## config.mk

```make
export PLATFORM = sky130hd
export DESIGN_NAME = nibble_serial_adder_ctrl_flat
export DESIGN_NICKNAME = d
export VERILOG_FILES = /design/src/rtl/nibble_serial_adder_ctrl_if.sv /design/src/rtl/nibble_serial_adder_ctrl.sv /design/src/flat_wrapper.sv
export SDC_FILE = /design/constraint.sdc
export NUM_CORES = 1
export LEC_CHECK = 0
export ABC_AREA = 1
export CAP_MARGIN = 20
export CORE_AREA = 2 2 81 83
export CTS_CLUSTER_SIZE = 16
export DETAILED_ROUTE_END_ITERATION = 10
export DIE_AREA = 0 0 83 85
export PLACE_DENSITY = 0.83
export SETUP_SLACK_MARGIN = 0.3
export SLEW_MARGIN = 25
export SYNTH_ARGS = -nofsm -noshare
export SYNTH_HDL_FRONTEND = slang
export SYNTH_SLANG_ARGS = --single-unit
```

## constraint.sdc

```tcl
create_clock -name clk -period 1.75 [get_ports clk]
set_clock_uncertainty 0.05 [all_clocks]
set_input_delay 0.35 -clock clk [delete_from_list [all_inputs] [get_ports clk]]
set_output_delay 0.35 -clock clk [all_outputs]
set_load 0.05 [all_outputs]
```

## src/rtl/nibble_serial_adder_ctrl_if.sv

```systemverilog
// Operand/result handshake bundle for the nibble-serial adder sequencer.
// The slave side is the sequencer; the master side offers operands and takes results.
interface nibble_serial_adder_ctrl_if #(
    parameter int NIBBLES = 4
);
    localparam int W = 4 * NIBBLES;

    logic         in_valid;
    logic         in_ready;
    logic [W-1:0] in_a;
    logic [W-1:0] in_b;
    logic         in_cin;
    logic         out_valid;
    logic         out_ready;
    logic [W-1:0] out_sum;
    logic         out_cout;

    modport master (
        output in_valid, in_a, in_b, in_cin, out_ready,
        input  in_ready, out_valid, out_sum, out_cout
    );

    modport slave (
        input  in_valid, in_a, in_b, in_cin, out_ready,
        output in_ready, out_valid, out_sum, out_cout
    );
endinterface

```

## src/rtl/nibble_serial_adder_ctrl.sv

```systemverilog
// Drives an external 4-bit adder slice one nibble per clock, LSB first,
// chaining carry through carry_q and presenting the wide sum on a handshake.
module nibble_serial_adder_ctrl #(
    parameter int NIBBLES = 4
) (
    input  logic                          clk,
    input  logic                          rst,
    nibble_serial_adder_ctrl_if.slave     bus,
    output logic [3:0]                    add_a,
    output logic [3:0]                    add_b,
    output logic                          add_cin,
    input  logic [3:0]                    add_sum,
    input  logic                          add_cout,
    output logic                          busy
);
    localparam int IW = (NIBBLES > 1) ? $clog2(NIBBLES) : 1;

    typedef enum logic [1:0] {
        IDLE = 2'd0,
        RUN  = 2'd1,
        DONE = 2'd2
    } state_t;

    state_t                     state_q, state_d;
    logic [NIBBLES-1:0][3:0]    a_q, a_d;
    logic [NIBBLES-1:0][3:0]    b_q, b_d;
    logic [NIBBLES-1:0][3:0]    sum_q, sum_d;
    logic                       carry_q, carry_d;
    logic [IW-1:0]              idx_q, idx_d;
    logic                       in_ready_c;
    logic                       out_valid_c;

    always_ff @(posedge clk or posedge rst) begin
        if (rst) begin
            state_q <= IDLE;
            a_q     <= '0;
            b_q     <= '0;
            sum_q   <= '0;
            carry_q <= 1'b0;
            idx_q   <= '0;
        end else begin
            state_q <= state_d;
            a_q     <= a_d;
            b_q     <= b_d;
            sum_q   <= sum_d;
            carry_q <= carry_d;
            idx_q   <= idx_d;
        end
    end

    always_comb begin
        state_d     = state_q;
        a_d         = a_q;
        b_d         = b_q;
        sum_d       = sum_q;
        carry_d     = carry_q;
        idx_d       = idx_q;
        in_ready_c  = 1'b0;
        out_valid_c = 1'b0;
        add_a       = 4'h0;
        add_b       = 4'h0;
        add_cin     = 1'b0;
        case (state_q)
            IDLE: begin
                in_ready_c = 1'b1;
                if (bus.in_valid) begin
                    a_d     = bus.in_a;
                    b_d     = bus.in_b;
                    carry_d = bus.in_cin;
                    idx_d   = '0;
                    sum_d   = '0;
                    state_d = RUN;
                end
            end
            RUN: begin
                add_cin = carry_q;
                // Explicit decode keeps the nibble select in range for any NIBBLES.
                for (int n = 0; n < NIBBLES; n++) begin
                    if (idx_q == IW'(n)) begin
                        add_a    = a_q[n];
                        add_b    = b_q[n];
                        sum_d[n] = add_sum;
                    end
                end
                carry_d = add_cout;
                if (idx_q == IW'(NIBBLES - 1)) state_d = DONE;
                else                          idx_d   = idx_q + IW'(1);
            end
            DONE: begin
                out_valid_c = 1'b1;
                if (bus.out_ready) state_d = IDLE;
            end
            default: state_d = IDLE;
        endcase
    end

    assign bus.in_ready  = in_ready_c;
    assign bus.out_valid = out_valid_c;
    assign bus.out_sum   = sum_q;
    assign bus.out_cout  = carry_q;
    assign busy          = (state_q != IDLE);
endmodule

```

## src/flat_wrapper.sv

```systemverilog
// flat-port wrapper written by rule: the top's interface ports become plain ports
module nibble_serial_adder_ctrl_flat 
#(
    parameter int NIBBLES = 4
)
  (clk, rst, add_a, add_b, add_cin, add_sum, add_cout, busy, bus_in_valid, bus_in_a, bus_in_b, bus_in_cin, bus_out_ready, bus_in_ready, bus_out_valid, bus_out_sum, bus_out_cout);
  nibble_serial_adder_ctrl_if #(.NIBBLES(NIBBLES)) bus_i ();
  input  logic clk;
  input  logic rst;
  output logic [3:0] add_a;
  output logic [3:0] add_b;
  output logic add_cin;
  input  logic [3:0] add_sum;
  input  logic add_cout;
  output logic busy;
  input wire logic [$bits(bus_i.in_valid)-1:0] bus_in_valid;
  input wire logic [$bits(bus_i.in_a)-1:0] bus_in_a;
  input wire logic [$bits(bus_i.in_b)-1:0] bus_in_b;
  input wire logic [$bits(bus_i.in_cin)-1:0] bus_in_cin;
  input wire logic [$bits(bus_i.out_ready)-1:0] bus_out_ready;
  output wire logic [$bits(bus_i.in_ready)-1:0] bus_in_ready;
  output wire logic [$bits(bus_i.out_valid)-1:0] bus_out_valid;
  output wire logic [$bits(bus_i.out_sum)-1:0] bus_out_sum;
  output wire logic [$bits(bus_i.out_cout)-1:0] bus_out_cout;
  assign bus_i.in_valid = bus_in_valid;
  assign bus_i.in_a = bus_in_a;
  assign bus_i.in_b = bus_in_b;
  assign bus_i.in_cin = bus_in_cin;
  assign bus_i.out_ready = bus_out_ready;
  assign bus_in_ready = bus_i.in_ready;
  assign bus_out_valid = bus_i.out_valid;
  assign bus_out_sum = bus_i.out_sum;
  assign bus_out_cout = bus_i.out_cout;
  nibble_serial_adder_ctrl #(.NIBBLES(NIBBLES)) u_core (.clk(clk), .rst(rst), .bus(bus_i), .add_a(add_a), .add_b(add_b), .add_cin(add_cin), .add_sum(add_sum), .add_cout(add_cout), .busy(busy));
endmodule
```

After elaboration in Yosys (flattened, before gate mapping)
Index checks and enable logic that the tools add are counted.
{"block": "op_classes", "eq_ne": 12, "n_mux": 28, "add_sub_neg": 1, "n_reduce_logical": 12}
{"op": "4-bit 2-to-1 mux", "count": 14}
{"op": "16-bit case mux with 2 select lines", "count": 1}
{"op": "3-bit AND reduction", "count": 6}
{"op": "16-bit 2-to-1 mux", "count": 1}
{"op": "2-bit 2-to-1 mux", "count": 5}
{"op": "2-bit by 1-bit != test with 1-bit output (second input constant)", "count": 4}
{"op": "2-bit == test (second input constant)", "count": 3}
{"op": "2-bit != test (second input constant)", "count": 3}
{"op": "2-bit case mux with 3 select lines", "count": 1}
{"op": "2-bit by 1-bit == test with 1-bit output (second input constant)", "count": 2}
{"op": "2-bit zero test", "count": 2}
{"op": "1-bit 2-to-1 mux", "count": 4}
{"op": "2-bit case mux with 2 select lines", "count": 1}
{"op": "2-bit AND reduction", "count": 2}
{"op": "2-bit nonzero test", "count": 2}
{"op": "2-bit by 1-bit adder with 2-bit output (second input constant)", "count": 1}
{"op": "1-bit case mux with 2 select lines", "count": 1}
{"block": "word_totals", "inputBits": 42, "register_bits": 53}

Logic depth before layout (Yosys ltp)
Gate-level depths: netlist of run 1.
{"block": "depth", "word_depth": 6, "ltp_mapped": 7}

Worst setup path before layout of run 1
Ideal clock, no wire load.
{"block": "synth_timing", "kind": "flip-flop to output port", "from": "register u_core.idx_q[0]", "to": "output add_a[0]", "path_slack_ns": -0.123, "n_path_buf": 1, "path_stages_with_launch": 8, "t_arrival_ns": 1.473, "path_cell_list": "dfrtp_1 > inv_1 > ha_1 > clkbuf_1 > a21oi_1 > nand2_1 > nand2_1 > nand2_1"}
{"block": "synth_via", "elab_chain_len": 6}
{"element": "from (decl)", "line_no": "nibble_serial_adder_ctrl.sv:29", "rtl": "logic [IW-1:0] idx_q, idx_d;"}
{"element": "from (signal assigned)", "line_no": "nibble_serial_adder_ctrl.sv:47", "rtl": "idx_q <= idx_d;"}
{"element": "2-bit zero test", "line_no": "nibble_serial_adder_ctrl.sv:79", "rtl": "if (idx_q == IW'(n)) begin"}
{"element": "4-bit 2-to-1 mux (3 in series)", "line_no": "nibble_serial_adder_ctrl.sv:79"}
{"element": "4-bit 2-to-1 mux (*)", "line_no": "nibble_serial_adder_ctrl.sv:79"}
{"element": "4-bit 2-to-1 mux (*)", "line_no": "nibble_serial_adder_ctrl.sv:63", "rtl": "case (state_q)"}
{"element": "to (decl)", "line_no": "flat_wrapper.sv:10", "rtl": "output logic [3:0] add_a;"}
Every way passes the cells marked *; elsewhere a longest branch is shown, timed or not.

Final worst setup path of run 1
{"block": "layout_timing", "from": "register u_core.idx_q[0]", "to": "output add_a[1]"}
Same word-level chain as after synthesis.

==> flow_metrics.env, run 1 <==
export IMPL_status="complete, but fails checks"
export IMPL_violations="setup timing"
export IMPL_die_w_um=83
export IMPL_rsz0062_at_grt="true"
export IMPL_routed_via_count=2951
export IMPL_crit_chain="inv_4 -> buf_12 -> ha_4 -> buf_6 -> a21oi_2 -> nand2_1 -> nand2_2 -> nand2_4 -> buf_12"
export IMPL_worst_slew_pin_slew_ps=334
export IMPL_routed_wl_um=10400
export IMPL_antenna_found_initial=0
export IMPL_critPathMaxFanout=6
export IMPL_layoutNonFillerInstCount=509
export IMPL_crit_buf_inv=4
export IMPL_grt_overflow_total=0
export IMPL_end_kind="output port"
export IMPL_rows=29
export IMPL_place_ws_ps=-58.4
export IMPL_layout_min_cycle_time_ps=2240
export IMPL_area_growth_pct=88.2
export IMPL_antenna_cells=0
export IMPL_synth_seq_cells=53
export IMPL_drt_pass1_iter_count=4
export IMPL_design_area_sq_um=4870
export IMPL_cts_clk_slew_worst_paths_ps=100
export IMPL_drt_vias_per_instance=5.80
export IMPL_avgRoutedWirePerCell_um=20.4
export IMPL_dp_hpwl_um=4940
export IMPL_crit_type="register to output port"
export IMPL_grt_start_max_net_pins=54
export IMPL_drc=0
export IMPL_root_buffer="clkbuf_8"
export IMPL_final_max_slew_viol_count=0
export IMPL_dp_cells=470
export IMPL_crit_slowest_cell="dfrtp_2"
export IMPL_ys_warn_count=0
export IMPL_setup_tns_ps=-3540
export IMPL_start_util_pct=41.7
export IMPL_first_global_vias=2989
export IMPL_cts_hold_buf=0
export IMPL_cts_sinks=53
export IMPL_grt_util_all_layers_pct=26.1
export IMPL_worstPathRequired_ps=1350
export IMPL_port_buffers=70
export IMPL_crit_path_frequent_cell="buf_12"
export IMPL_synthCells=324
export IMPL_cts_tree="done"
export IMPL_ant_nets=0
export IMPL_whs_ps=398
export IMPL_h_tree_depth=2
export IMPL_p_leak_nw=2.30
export IMPL_finalCritPeriodShare_pct=128
export IMPL_min_path_type="input pin to async pin"
export IMPL_ys_seq_area_share_pct=51.2
export IMPL_layout_drive_gt1_share_pct=52.5
export IMPL_cpLargestDelayFamily="buffers and inverters"
export IMPL_ys_types=20
export IMPL_worstPathArrival_ps=1840
export IMPL_cp_slowest_stage_delay_ps=450
export IMPL_reg2regPathDepth=9
export IMPL_max_freq_mhz=446
export IMPL_cp_start_kind="register"
export IMPL_final_hold_violation_count=0
export IMPL_setup_viol_count_final=10
export IMPL_cts_max_path_buffers=2
export IMPL_gp_congestion=0.827
export IMPL_nets=477
export IMPL_core_area_sq_um=6200
export IMPL_io_pins=71
export IMPL_fin_ws_ps=-494
export IMPL_max_cap_violations=0
export IMPL_synth_fp_nets=370
export IMPL_chipHeight_um=85
export IMPL_syn_avg_cell_area_sq_um=7.99
export IMPL_powerDensity_nw_per_um2=2200
export IMPL_drtIter0Drc=219
export IMPL_placed_cell_area_sq_um=3600
export IMPL_maxSlewHeadroom_pct=77.7
export IMPL_syn_area_sq_um=2590
export IMPL_grt_pass1_wl_um=14600
export IMPL_design_die_area_sq_um=7060
export IMPL_peakVddDrop_mv=1.95
export IMPL_cp_num_cells=9
export IMPL_cts_buffers=5
export IMPL_clk_latency_ps=310
[registers in the layout, summed over array words and instances (netlist names)]
| name | count |
|---|---|
| u_core.state_q | 2 |
| u_core.bus.out_cout | 1 |
| u_core.idx_q | 2 |
| u_core.a_q | 16 |
| u_core.bus.out_sum | 16 |
| u_core.b_q | 16 |
[where the power goes]
part | internal (mW) | switching (mW) | leakage [nW]
Sequential | 1.76 | 0.621 | 0.666
Clock | 0.467 | 0.411 | 0.0585
Combinational | 3.39 | 4.09 | 1.57
Total | 5.61 | 5.12 | 2.30
[path summary, 6_finish.rpt]
path / slack, ps / endpoint / startpoint
hold reg to reg: 460 / u_core.b_q[8]$_DFFE_PP0P_ / u_core.b_q[8]$_DFFE_PP0P_
setup reg to reg: 50 / u_core.bus.out_sum[14]$_DFFE_PP0P_ / u_core.state_q[1]$_DFFE_PP0P_
setup / recovery: -490 / add_a[1] / u_core.idx_q[0]$_DFFE_PP0P_
max in group asynchronous: 980 / u_core.idx_q[0]$_DFFE_PP0P_ / rst
hold / removal: 400 / u_core.bus.out_cout$_DFFE_PP0P_ / rst
min in group clk: 460 / u_core.b_q[8]$_DFFE_PP0P_ / u_core.b_q[8]$_DFFE_PP0P_
[per-stage QoR]
step | util, % | total power [mW]
after CTS | 72.3 | 9.49
after floorplan | - | 5.20
after detailed placement | 58.1 | 6.82
final | 78.5 | 10.7
after global routing | 78.5 | 11.2
after global placement | 58.1 | 6.67
[cells in the final DEF (no fill, tap or decap), drive strengths merged]
cell type,count
nand4,13
a21oi,8
ha,4
nor2,20
dfrtp,53
inv,11
clkinvlp,2
clkdlybuf4s50,41
clkbuf,9
buf,75
nand3,66
bufinv,1
nand2,129
[per-layer routing]
metal  vias to the layer above  GRT usage [%]  wire length, um
li1                       1268              -                -
met1                      1441           29.0             3720
met2                       180           47.1             5420
met3                        62           5.16              633
met4                         0           14.3              578
met5                         -              0                0
[cells by family (layout without fill, tap and decap cells)]
logic type | Yosys count | count (layout) | share of synthesized area, %
fa+ha+maj | 4 | 4 | 1.93
buf+inv | 32 | 139 | 6.52
flops | 53 | 53 | 51.2
compound gates | 8 | 8 | 1.55
simple gates | 227 | 228 | 38.8
[cell type report]
cell class,count,area [sq um]
clock buffer,7,86.3
clock inverter,1,30.0
fill,364,1330
inverter,13,71.3
multi-input combinational,240,1780
sequential,53,1330
tap,77,96.3
timing repair buffer,118,1480
[timing repair]
item                                    CTS  global route
endpoints found under the setup margin   38            64
gates resized for setup                 114            75
gates cloned                              7             3
buffers inserted                         17             4
pin swaps                                58            46
[worst register-to-register path, delay by kind of cell, from the launching register on]
family                 cells  cell delay (ps)
AND/OR/NAND/NOR            4              350
flip-flops                 1              470
buffers and inverters      5              720
[Yosys cell counts]
library cell	n	area share, %
nand2_1	127	18
nand3_1	64	12
dfrtp_1	53	51
nor2_1	18	2.6
nand4_1	13	3.1
inv_1	9	1.3
a21oi_1	8	1.5
buf_2	7	1.4
buf_4	4	1.2
ha_1	4	1.9
buf_1	3	0.43
buf_6	3	1.3
inv_2	3	0.43
clkbuf_1	2	0.29
inv_4	1	0.24
nand2_2	1	0.24
nand2_4	1	0.43
nand3_2	1	0.39
nor2_4	1	0.43
nor2_8	1	0.77
No activity file was read; power rests on OpenSTA's default activity.
==> run 2: changes to the inputs <==
--- a/config.mk
+++ b/config.mk
@@ -11,6 +11,7 @@
 export CTS_CLUSTER_SIZE = 16
 export DETAILED_ROUTE_END_ITERATION = 10
 export DIE_AREA = 0 0 83 85
+export HOLD_SLACK_MARGIN = 0.12
 export PLACE_DENSITY = 0.83
 export SETUP_SLACK_MARGIN = 0.3
 export SLEW_MARGIN = 25
==> results of run 2 <==
The final DEF is identical to that of run 1; final timing and power are the same.
